`src/rtl/imem_boot_loader.sv`:
```
// Boot loader: turns a framed UART byte stream into 32-bit instruction RAM writes.
// Frame = SYNC, CNT_LO, CNT_HI, 4*N little-endian data bytes, XOR checksum.
// The CPU is held in reset from SYNC until a frame passes its checksum.
module imem_boot_loader #(
    parameter int          ADDR_WIDTH = 10,
    parameter logic [7:0]  SYNC_BYTE  = 8'hA5,
    parameter logic [31:0] BASE_ADDR  = 32'h0
) (
    input  logic                  clk_i,
    input  logic                  reset_i,
    input  logic [7:0]            rx_data_i,
    input  logic                  rx_valid_i,
    output logic                  imem_we_o,
    output logic [31:0]           imem_addr_o,
    output logic [31:0]           imem_wdata_o,
    output logic                  cpu_reset_o,
    output logic                  load_done_o,
    output logic                  load_err_o,
    output logic [ADDR_WIDTH:0]   words_loaded_o
);

    typedef enum logic [2:0] {
        S_IDLE, S_CNT_LO, S_CNT_HI, S_DATA, S_CHECK, S_DONE, S_ERR
    } state_t;

    // Largest frame that fits the RAM without the address wrapping.
    localparam logic [31:0] MAX_WORDS = 32'd1 << ADDR_WIDTH;
    localparam logic [ADDR_WIDTH:0] ONE_W = {{ADDR_WIDTH{1'b0}}, 1'b1};

    state_t              state_q, state_d;
    logic [15:0]         cnt_q, cnt_d;
    logic [1:0]          idx_q, idx_d;
    logic [31:0]         buf_q, buf_d;      // word being assembled
    logic [31:0]         addr_q, addr_d;    // address of the next word
    logic [7:0]          chk_q, chk_d;
    logic [ADDR_WIDTH:0] words_q, words_d;
    logic                we_q, we_d;
    logic [31:0]         waddr_q, waddr_d;  // write port registers, held while the
    logic [31:0]         wdata_q, wdata_d;  // next word is already being assembled
    logic                cpu_rst_q, cpu_rst_d;
    logic                done_q, done_d;
    logic                err_q, err_d;

    logic [15:0]         new_cnt;
    logic [ADDR_WIDTH:0] words_nx;

    assign new_cnt  = {rx_data_i, cnt_q[7:0]};
    assign words_nx = words_q + ONE_W;

    // Next-state and datapath update; every byte is consumed only on rx_valid.
    always_comb begin
        state_d   = state_q;
        cnt_d     = cnt_q;
        idx_d     = idx_q;
        buf_d     = buf_q;
        addr_d    = addr_q;
        chk_d     = chk_q;
        words_d   = words_q;
        we_d      = 1'b0;
        waddr_d   = waddr_q;
        wdata_d   = wdata_q;
        cpu_rst_d = cpu_rst_q;
        done_d    = done_q;
        err_d     = err_q;
        if (rx_valid_i) begin
            unique case (state_q)
                S_IDLE, S_DONE, S_ERR: begin
                    if (rx_data_i == SYNC_BYTE) begin
                        state_d   = S_CNT_LO;
                        cpu_rst_d = 1'b1;
                        done_d    = 1'b0;
                        err_d     = 1'b0;
                        words_d   = '0;
                        chk_d     = '0;
                        idx_d     = '0;
                        addr_d    = BASE_ADDR;
                    end
                end
                S_CNT_LO: begin
                    cnt_d[7:0] = rx_data_i;
                    state_d    = S_CNT_HI;
                end
                S_CNT_HI: begin
                    cnt_d = new_cnt;
                    idx_d = '0;
                    if (new_cnt == 16'd0) begin
                        state_d = S_CHECK;
                    end else if (32'(new_cnt) > MAX_WORDS) begin
                        state_d = S_ERR;
                        err_d   = 1'b1;
                    end else begin
                        state_d = S_DATA;
                    end
                end
                S_DATA: begin
                    chk_d = chk_q ^ rx_data_i;
                    buf_d[{idx_q, 3'b000} +: 8] = rx_data_i;
                    idx_d = idx_q + 2'd1;
                    if (idx_q == 2'd3) begin
                        we_d    = 1'b1;
                        waddr_d = addr_q;
                        wdata_d = {rx_data_i, buf_q[23:0]};
                        addr_d  = addr_q + 32'd4;
                        words_d = words_nx;
                        if (32'(words_nx) == 32'(cnt_q)) state_d = S_CHECK;
                    end
                end
                S_CHECK: begin
                    if (rx_data_i == chk_q) begin
                        state_d   = S_DONE;
                        done_d    = 1'b1;
                        cpu_rst_d = 1'b0;
                    end else begin
                        state_d = S_ERR;
                        err_d   = 1'b1;
                    end
                end
                default: state_d = S_IDLE;
            endcase
        end
    end

    // State register; reset aborts any frame and releases the CPU.
    always_ff @(posedge clk_i) begin
        if (reset_i) begin
            state_q   <= S_IDLE;
            cnt_q     <= '0;
            idx_q     <= '0;
            buf_q     <= '0;
            addr_q    <= BASE_ADDR;
            chk_q     <= '0;
            words_q   <= '0;
            we_q      <= 1'b0;
            waddr_q   <= '0;
            wdata_q   <= '0;
            cpu_rst_q <= 1'b0;
            done_q    <= 1'b0;
            err_q     <= 1'b0;
        end else begin
            state_q   <= state_d;
            cnt_q     <= cnt_d;
            idx_q     <= idx_d;
            buf_q     <= buf_d;
            addr_q    <= addr_d;
            chk_q     <= chk_d;
            words_q   <= words_d;
            we_q      <= we_d;
            waddr_q   <= waddr_d;
            wdata_q   <= wdata_d;
            cpu_rst_q <= cpu_rst_d;
            done_q    <= done_d;
            err_q     <= err_d;
        end
    end

    assign imem_we_o      = we_q;
    assign imem_addr_o    = waddr_q;
    assign imem_wdata_o   = wdata_q;
    assign cpu_reset_o    = cpu_rst_q;
    assign load_done_o    = done_q;
    assign load_err_o     = err_q;
    assign words_loaded_o = words_q;

endmodule

```
`config.mk`:
```
export PLATFORM = sky130hd
export DESIGN_NAME = imem_boot_loader
export DESIGN_NICKNAME = d
export VERILOG_FILES = /design/src/rtl/imem_boot_loader.sv
export SDC_FILE = /design/constraint.sdc
export NUM_CORES = 1
export LEC_CHECK = 0
export CAP_MARGIN = 20
export CORE_MARGIN = 2
export CORE_UTILIZATION = 55
export DETAILED_ROUTE_END_ITERATION = 12
export PLACE_DENSITY = 0.79
export SYNTH_ARGS = -nofsm -noshare
export SYNTH_HDL_FRONTEND = slang
export SYNTH_SLANG_ARGS = --single-unit
```
`constraint.sdc`:
```
create_clock -name clk_i -period 3.9 [get_ports clk_i]
set_clock_uncertainty 0.15 [all_clocks]
set_input_delay 0.78 -clock clk_i [delete_from_list [all_inputs] [get_ports clk_i]]
set_output_delay 0.78 -clock clk_i [all_outputs]
set_load 0.05 [all_outputs]
```
==> impl_metrics.json, run 1 <==
{
  "first_iter_violations": 345,
  "hold_buffers": 0,
  "wl_um": 16700,
  "die-area_sq_um": 13600,
  "grt_antenna_before_repair": 0,
  "cts_tree": "built",
  "gr-total-overflow": 0,
  "drtPass1Iterations": 5,
  "ant_nets": 0,
  "critPathLaunch": "rx_data_i[4]",
  "synth_top_area_share_pct": 46.1,
  "hp-start": "buf_q[4]",
  "fmaxAchievable_ghz": 0.300,
  "syn2layout_area_growth_pct": 22.6,
  "max_slew_margin_pct": 40.2,
  "synth_edf_count": 0,
  "crit_required_ps": 4070,
  "dp_hpwl_um": 11300,
  "grt_pass1_vias": 5637,
  "yosys.area.top_type": "dfxtp_1",
  "period_minus_slack_ps": 3330,
  "rsz0062_at_grt": "false",
  "ys_top_cells_by_count": "nand2_1, dfxtp_1, a21oi_1",
  "yosys.cell_count.top_type": "nand2_1",
  "grt.total_usage_pct": 25.6,
  "drv_slew": 0,
  "cts_max_level": 4,
  "outcome": "complete, no violations",
  "setup_viol": 0,
  "ctsResizeCount": 0,
  "final_cells": 1121,
  "vdd_drop_max_mv": 0.253,
  "numCtsBuffers": 17,
  "dr_total_vias": 6153,
  "hold_viol_final": 0,
  "yosys-top-cells-area": "dfxtp_1, nand2_1, a21oi_1, xor2_1, nand3_1",
  "port_buffers": 87,
  "maxCapViolations": 0,
  "worst_pin_slew_ps": 897,
  "synth_cell_types": 59,
  "seq_area_frac_synth_pct": 46.1,
  "start_util_pct": 55.8,
  "ys.flop_type": "dfxtp_1",
  "num_antenna_cells": 0,
  "criticalPathCategory": "in -> reg",
  "cts.sinks": 160,
  "synth_seq_cells": 160,
  "routabilityCongestion": 0.932,
  "critPathArrivalTime_ps": 3500,
  "grt_pass1_wl_um": 27100,
  "crit_fanout": 5,
  "critPathCaptureType": "register",
  "fin_tns_setup_ps": 0,
  "worstReg2RegStart": "words_loaded_o[0]",
  "wl_per_cell_um": 14.9,
  "remaining_drc_errors": 0,
  "power_density_nw_per_um2": 437,
  "yosys_warnings": 0,
  "die_w_um": 116,
  "coreArea_sq_um": 12500,
  "num_io_pins": 90,
  "die_h_um": 116,
  "nNetsFinal": 956,
  "cts_root_buf": "clkbuf_16",
  "clk_latency_ps": 430,
  "clkTransAtPathRegs_ps": 60,
  "cts_buffer_depth": 2,
  "dp_cells": 1090,
  "vias_per_cell": 5.49,
  "worst_setup_path_start_kind": "primary input",
  "drive_gt1_share_pct": 7.17,
  "fill_cells": 1055,
  "leakage_nw": 2.88,
  "finalCritPeriodShare_pct": 85.3,
  "num_rows": 41,
  "hp-class": "reg -> reg",
  "synthArstFlopShare_pct": 0,
  "synth_area_per_cell_sq_um": 8.02,
  "syn_inst": 867,
  "grt_max_degree": 84,
  "synth_area_sq_um": 6950,
  "postCtsSetupBuffers": 0
}
## per-stage QoR
stage / worst slack (ps) / instance area, sq um / util, % / total power [W] / hold WS (ps)
floorplan: 590 / 6950 / - / 0.00204 / 281
global placement: 196 / 7970 / 63.9 / 0.00216 / 290
detailed placement: 126 / 7970 / 63.9 / 0.00217 / 294
CTS: 573 / 8520 / 68.4 / 0.00374 / 302
global route: 419 / 8520 / 68.4 / 0.00386 / 321
finish: 572 / 8520 / 68.4 / 0.00372 / 300
## power breakdown
group | internal (W) | switching, W | total [W]
logic | 0.000166 | 0.000253 | 0.000418
clock network | 0.000933 | 0.000648 | 0.00158
registers | 0.00167 | 0.0000537 | 0.00172
total | 0.00277 | 0.000954 | 0.00372
## layout by cell type (no fill, tap or decap), drive strengths merged, types with 7 or more instances in the layout
cell type,instances
and3,9
ha,7
buf,26
inv,7
xnor2,15
nor3,13
o21ai,13
clkbuf,20
mux2i,10
nand3,54
a21oi,122
dfxtp,160
nor2,64
nand4,11
nand2,207
clkinv,7
clkdlybuf4s50,86
or3,7
xor2,37
## state kept, by name, indices dropped and copies added, names as in the netlist, 2 cells and up
| name | count |
|---|---|
| imem_wdata_o | 32 |
| addr_q | 30 |
| words_loaded_o | 11 |
| state_q | 3 |
| chk_q | 8 |
| idx_q | 2 |
| buf_q | 24 |
| imem_addr_o | 30 |
| cnt_q | 16 |
## path summary, 6_finish.rpt
check,endpoint,slack (ps),cells after the start
max,addr_q[20],570,9
min reg2reg,imem_wdata_o[4],300,2
min,imem_wdata_o[4],300,2
max reg2reg,state_q[2],850,8
## final cells by class
type                            instances  area, sq um  share of cell area (%)
Multi-Input combinational cell        639         3440                    40.4
Tap cell                              172          215                    2.53
Clock inverter                         11          118                    1.38
Sequential cell                       160         3200                    37.6
Timing Repair Buffer                  112         1080                    12.7
Clock buffer                           20          437                    5.12
Inverter                                7         26.3                   0.308
## per-layer routing
metal,wire [um],global-route usage (%),part of all wire [%]
met1,7160,31.3,43
met2,8140,43.3,49
met3,894,5.66,5.3
met4,522,11.5,3.1
met5,0,0,0
## critical path: stages
cell             delay [ps]
clkdlybuf4s50_1         480
or3_4                   400
or4_4                   590
a211oi_2                410
buf_4                   190
nand3_2                 110
nor4_2                  330
xnor2_1                 150
nor2_1                   50
## kinds of logic after synthesis
group	Yosys count	synth area share [%]
xor gates and xnor gates	52	6.55
muxes	11	1.60
buffers and inverters	69	4.54
and+or+nand+nor	406	26.6
adders and majority gates	8	1.55
other	1	0.0540
DFF	160	46.1
AOI/OAI and AO/OA	160	13.0
Power figures use the tool's default switching activity.
==> inputs of run 2 (changes only) <==
--- a/config.mk
+++ b/config.mk
@@ -10,6 +10,7 @@
 export CORE_UTILIZATION = 55
 export DETAILED_ROUTE_END_ITERATION = 12
 export PLACE_DENSITY = 0.79
+export RECOVER_POWER = 100
 export SYNTH_ARGS = -nofsm -noshare
 export SYNTH_HDL_FRONTEND = slang
 export SYNTH_SLANG_ARGS = --single-unit
==> run 2 against run 1 <==
Combinational power decreased by 5.0%; fmax decreased by 5.8%; sequential power about the same; register-to-register slack got worse by 60 ps; power decreased by 0.62%; critical path depth unchanged; wire length increased by 0.18%; hold slack got worse by 2.4 ps; die area unchanged.
==> impl_metrics.json, run 2 (same netlist as run 1, synthesis figures left out) <==
{
  "cts.sinks": 160,
  "comb_power_share_pct": 10.7,
  "multiInputGateArea_sq_um": 3410,
  "dp_hpwl_um": 11300,
  "die-area_sq_um": 13600,
  "fmaxAchievable_ghz": 0.283,
  "leakage_nw": 3.12,
  "power.share.clock_pct": 42.7,
  "place_area_sq_um": 7970,
  "worstPathCellList": "dlygate4sd3_1 -> or3_1 -> or4_4 -> a21oi_1 -> clkbuf_1 -> a21o_1 -> buf_12 -> or3_1 -> nand2_1",
  "mostFrequentLayoutCell": "nand2_1",
  "rsz0062_at_grt": "false",
  "grt_pass1_wl_um": 27100,
  "critPathArrivalTime_ps": 3700,
  "wl_per_cell_um": 14.9,
  "crit_required_ps": 4070,
  "drtPass1Iterations": 5,
  "period_minus_slack_ps": 3530,
  "largest_reg_flops": 32,
  "syn2layout_area_growth_pct": 21.6,
  "rrSetupSlack_ps": 790,
  "critPathMaxStageDelay_ps": 600,
  "hold_viol_final": 0,
  "cts_max_level": 4,
  "grt.total_usage_pct": 25.6,
  "num_antenna_cells": 0,
  "fin_area_sq_um": 8450,
  "power.total_w": 0.00370,
  "max_slew_margin_pct": 19.7,
  "cts_buffer_depth": 2,
  "hold_buffers": 0,
  "port_buffers": 87,
  "start_util_pct": 55.8,
  "remaining_drc_errors": 0,
  "p_int_w": 0.00275,
  "criticalPathCategory": "in -> reg",
  "wl_um": 16700,
  "p_seq_share_pct": 46.6,
  "vdd_drop_max_mv": 0.252,
  "cts_root_buf": "clkbuf_16",
  "drive_gt1_share_pct": 5.69,
  "die_h_um": 116,
  "holdWs_ps": 297,
  "drv_slew": 0,
  "num_rows": 41,
  "ant_nets": 0,
  "dr_total_vias": 6129,
  "fill_cells": 1078,
  "gr-total-overflow": 0,
  "num_io_pins": 90,
  "die_w_um": 116,
  "regArea_sq_um": 3200,
  "p_sw_share_pct": 25.7,
  "finish.utilization_pct": 67.8,
  "clk_latency_ps": 430,
  "grt_pass1_vias": 5637,
  "setup_viol": 0,
  "grt_antenna_before_repair": 0,
  "crit_fanout": 34,
  "clkTransAtPathRegs_ps": 60,
  "cts_tree": "built",
  "worst_setup_path_start_kind": "primary input",
  "numCtsBuffers": 17,
  "nNetsFinal": 956,
  "postCtsSetupBuffers": 0,
  "grt_max_degree": 84,
  "endpoint": "addr_q[28]",
  "hp-class": "reg -> reg",
  "critPathCaptureType": "register",
  "critPathLaunch": "rx_data_i[4]",
  "outcome": "complete, no violations",
  "power_density_nw_per_um2": 438,
  "worstReg2RegStart": "state_q[1]",
  "reg2reg_depth": 6,
  "worst_pin_slew_ps": 1200,
  "routabilityCongestion": 0.932,
  "fin_tns_setup_ps": 0,
  "first_iter_violations": 370,
  "maxCapViolations": 0,
  "cpMaxStageDelayCell": "dlygate4sd3_1",
  "worst_path_most_repeated_cell": "or3_1",
  "finalCritPeriodShare_pct": 90.6,
  "r2r_end": "imem_addr_o[22]",
  "vias_per_cell": 5.47,
  "layout_common_cells": "nand2_1, dfxtp_1, a21oi_1",
  "ctsResizeCount": 0,
  "p_sw_w": 0.000949,
  "coreArea_sq_um": 12500
}
[run 2: cell count changes in the layout (fill, tap and decap cells not counted), sizes merged]
| cell | before | now |
|---|---|---|
| clkdlybuf4s50 | 86 | 7 |
| dlygate4sd3 | 0 | 79 |
| buf | 26 | 17 |
| clkbuf | 20 | 29 |
[run 2: how the worst min path moves through the flow]
stage,from,endpoint,cells past startpoint
after global placement,buf_q[2],buf_q[2],2
final,imem_wdata_o[10],imem_wdata_o[10],2
after detailed placement,buf_q[4],imem_wdata_o[4],2
after global routing,imem_wdata_o[10],imem_wdata_o[10],2
after CTS,buf_q[4],imem_wdata_o[4],2
after floorplan,cnt_q[13],cnt_q[13],2
[run 2: power groups by stage]
stage / Combinational, W / Sequential, W / Clock (W)
after global routing: 0.000431 / 0.00173 / 0.00168
final: 0.000397 / 0.00172 / 0.00158
after global placement: 0.000406 / 0.00176 / 0
after CTS: 0.000416 / 0.00172 / 0.00160
after floorplan: 0.000290 / 0.00175 / 0
after detailed placement: 0.000412 / 0.00176 / 0
[run 2: per-layer routing]
metal  share of wire (%)  wire [um]  track usage, %  vias to the layer above
met5                   0          0               0                        -
met4                 2.5        423            11.5                        0
met3                 5.1        858            5.66                       32
met2                  49       8170            43.3                      169
met1                  44       7290            31.3                     2867
li1                    -          -               -                     3061
[run 2: final cells by class]
class | count | share of cell area, %
tap | 172 | 2.55
clock inverter | 11 | 1.39
clock buffer | 20 | 5.17
timing repair buffer | 112 | 12.3
multi-input combinational | 639 | 40.4
inverter | 7 | 0.311
sequential | 160 | 37.9
[run 2: worst max-delay path, delay by kind of cell]
kind | cells | cell delay (ps)
AND/OR/NAND/NOR | 4 | 1140
buffers and inverters | 3 | 1270
AO/OA/AOI/OAI | 2 | 480
[run 2: stage by stage]
step / instances / worst slack, ps
detailed placement: 1090 / 126
global placement: 1090 / 196
floorplan: 868 / 590
global route: 1121 / 227
CTS: 1121 / 573
finish: 1121 / 368
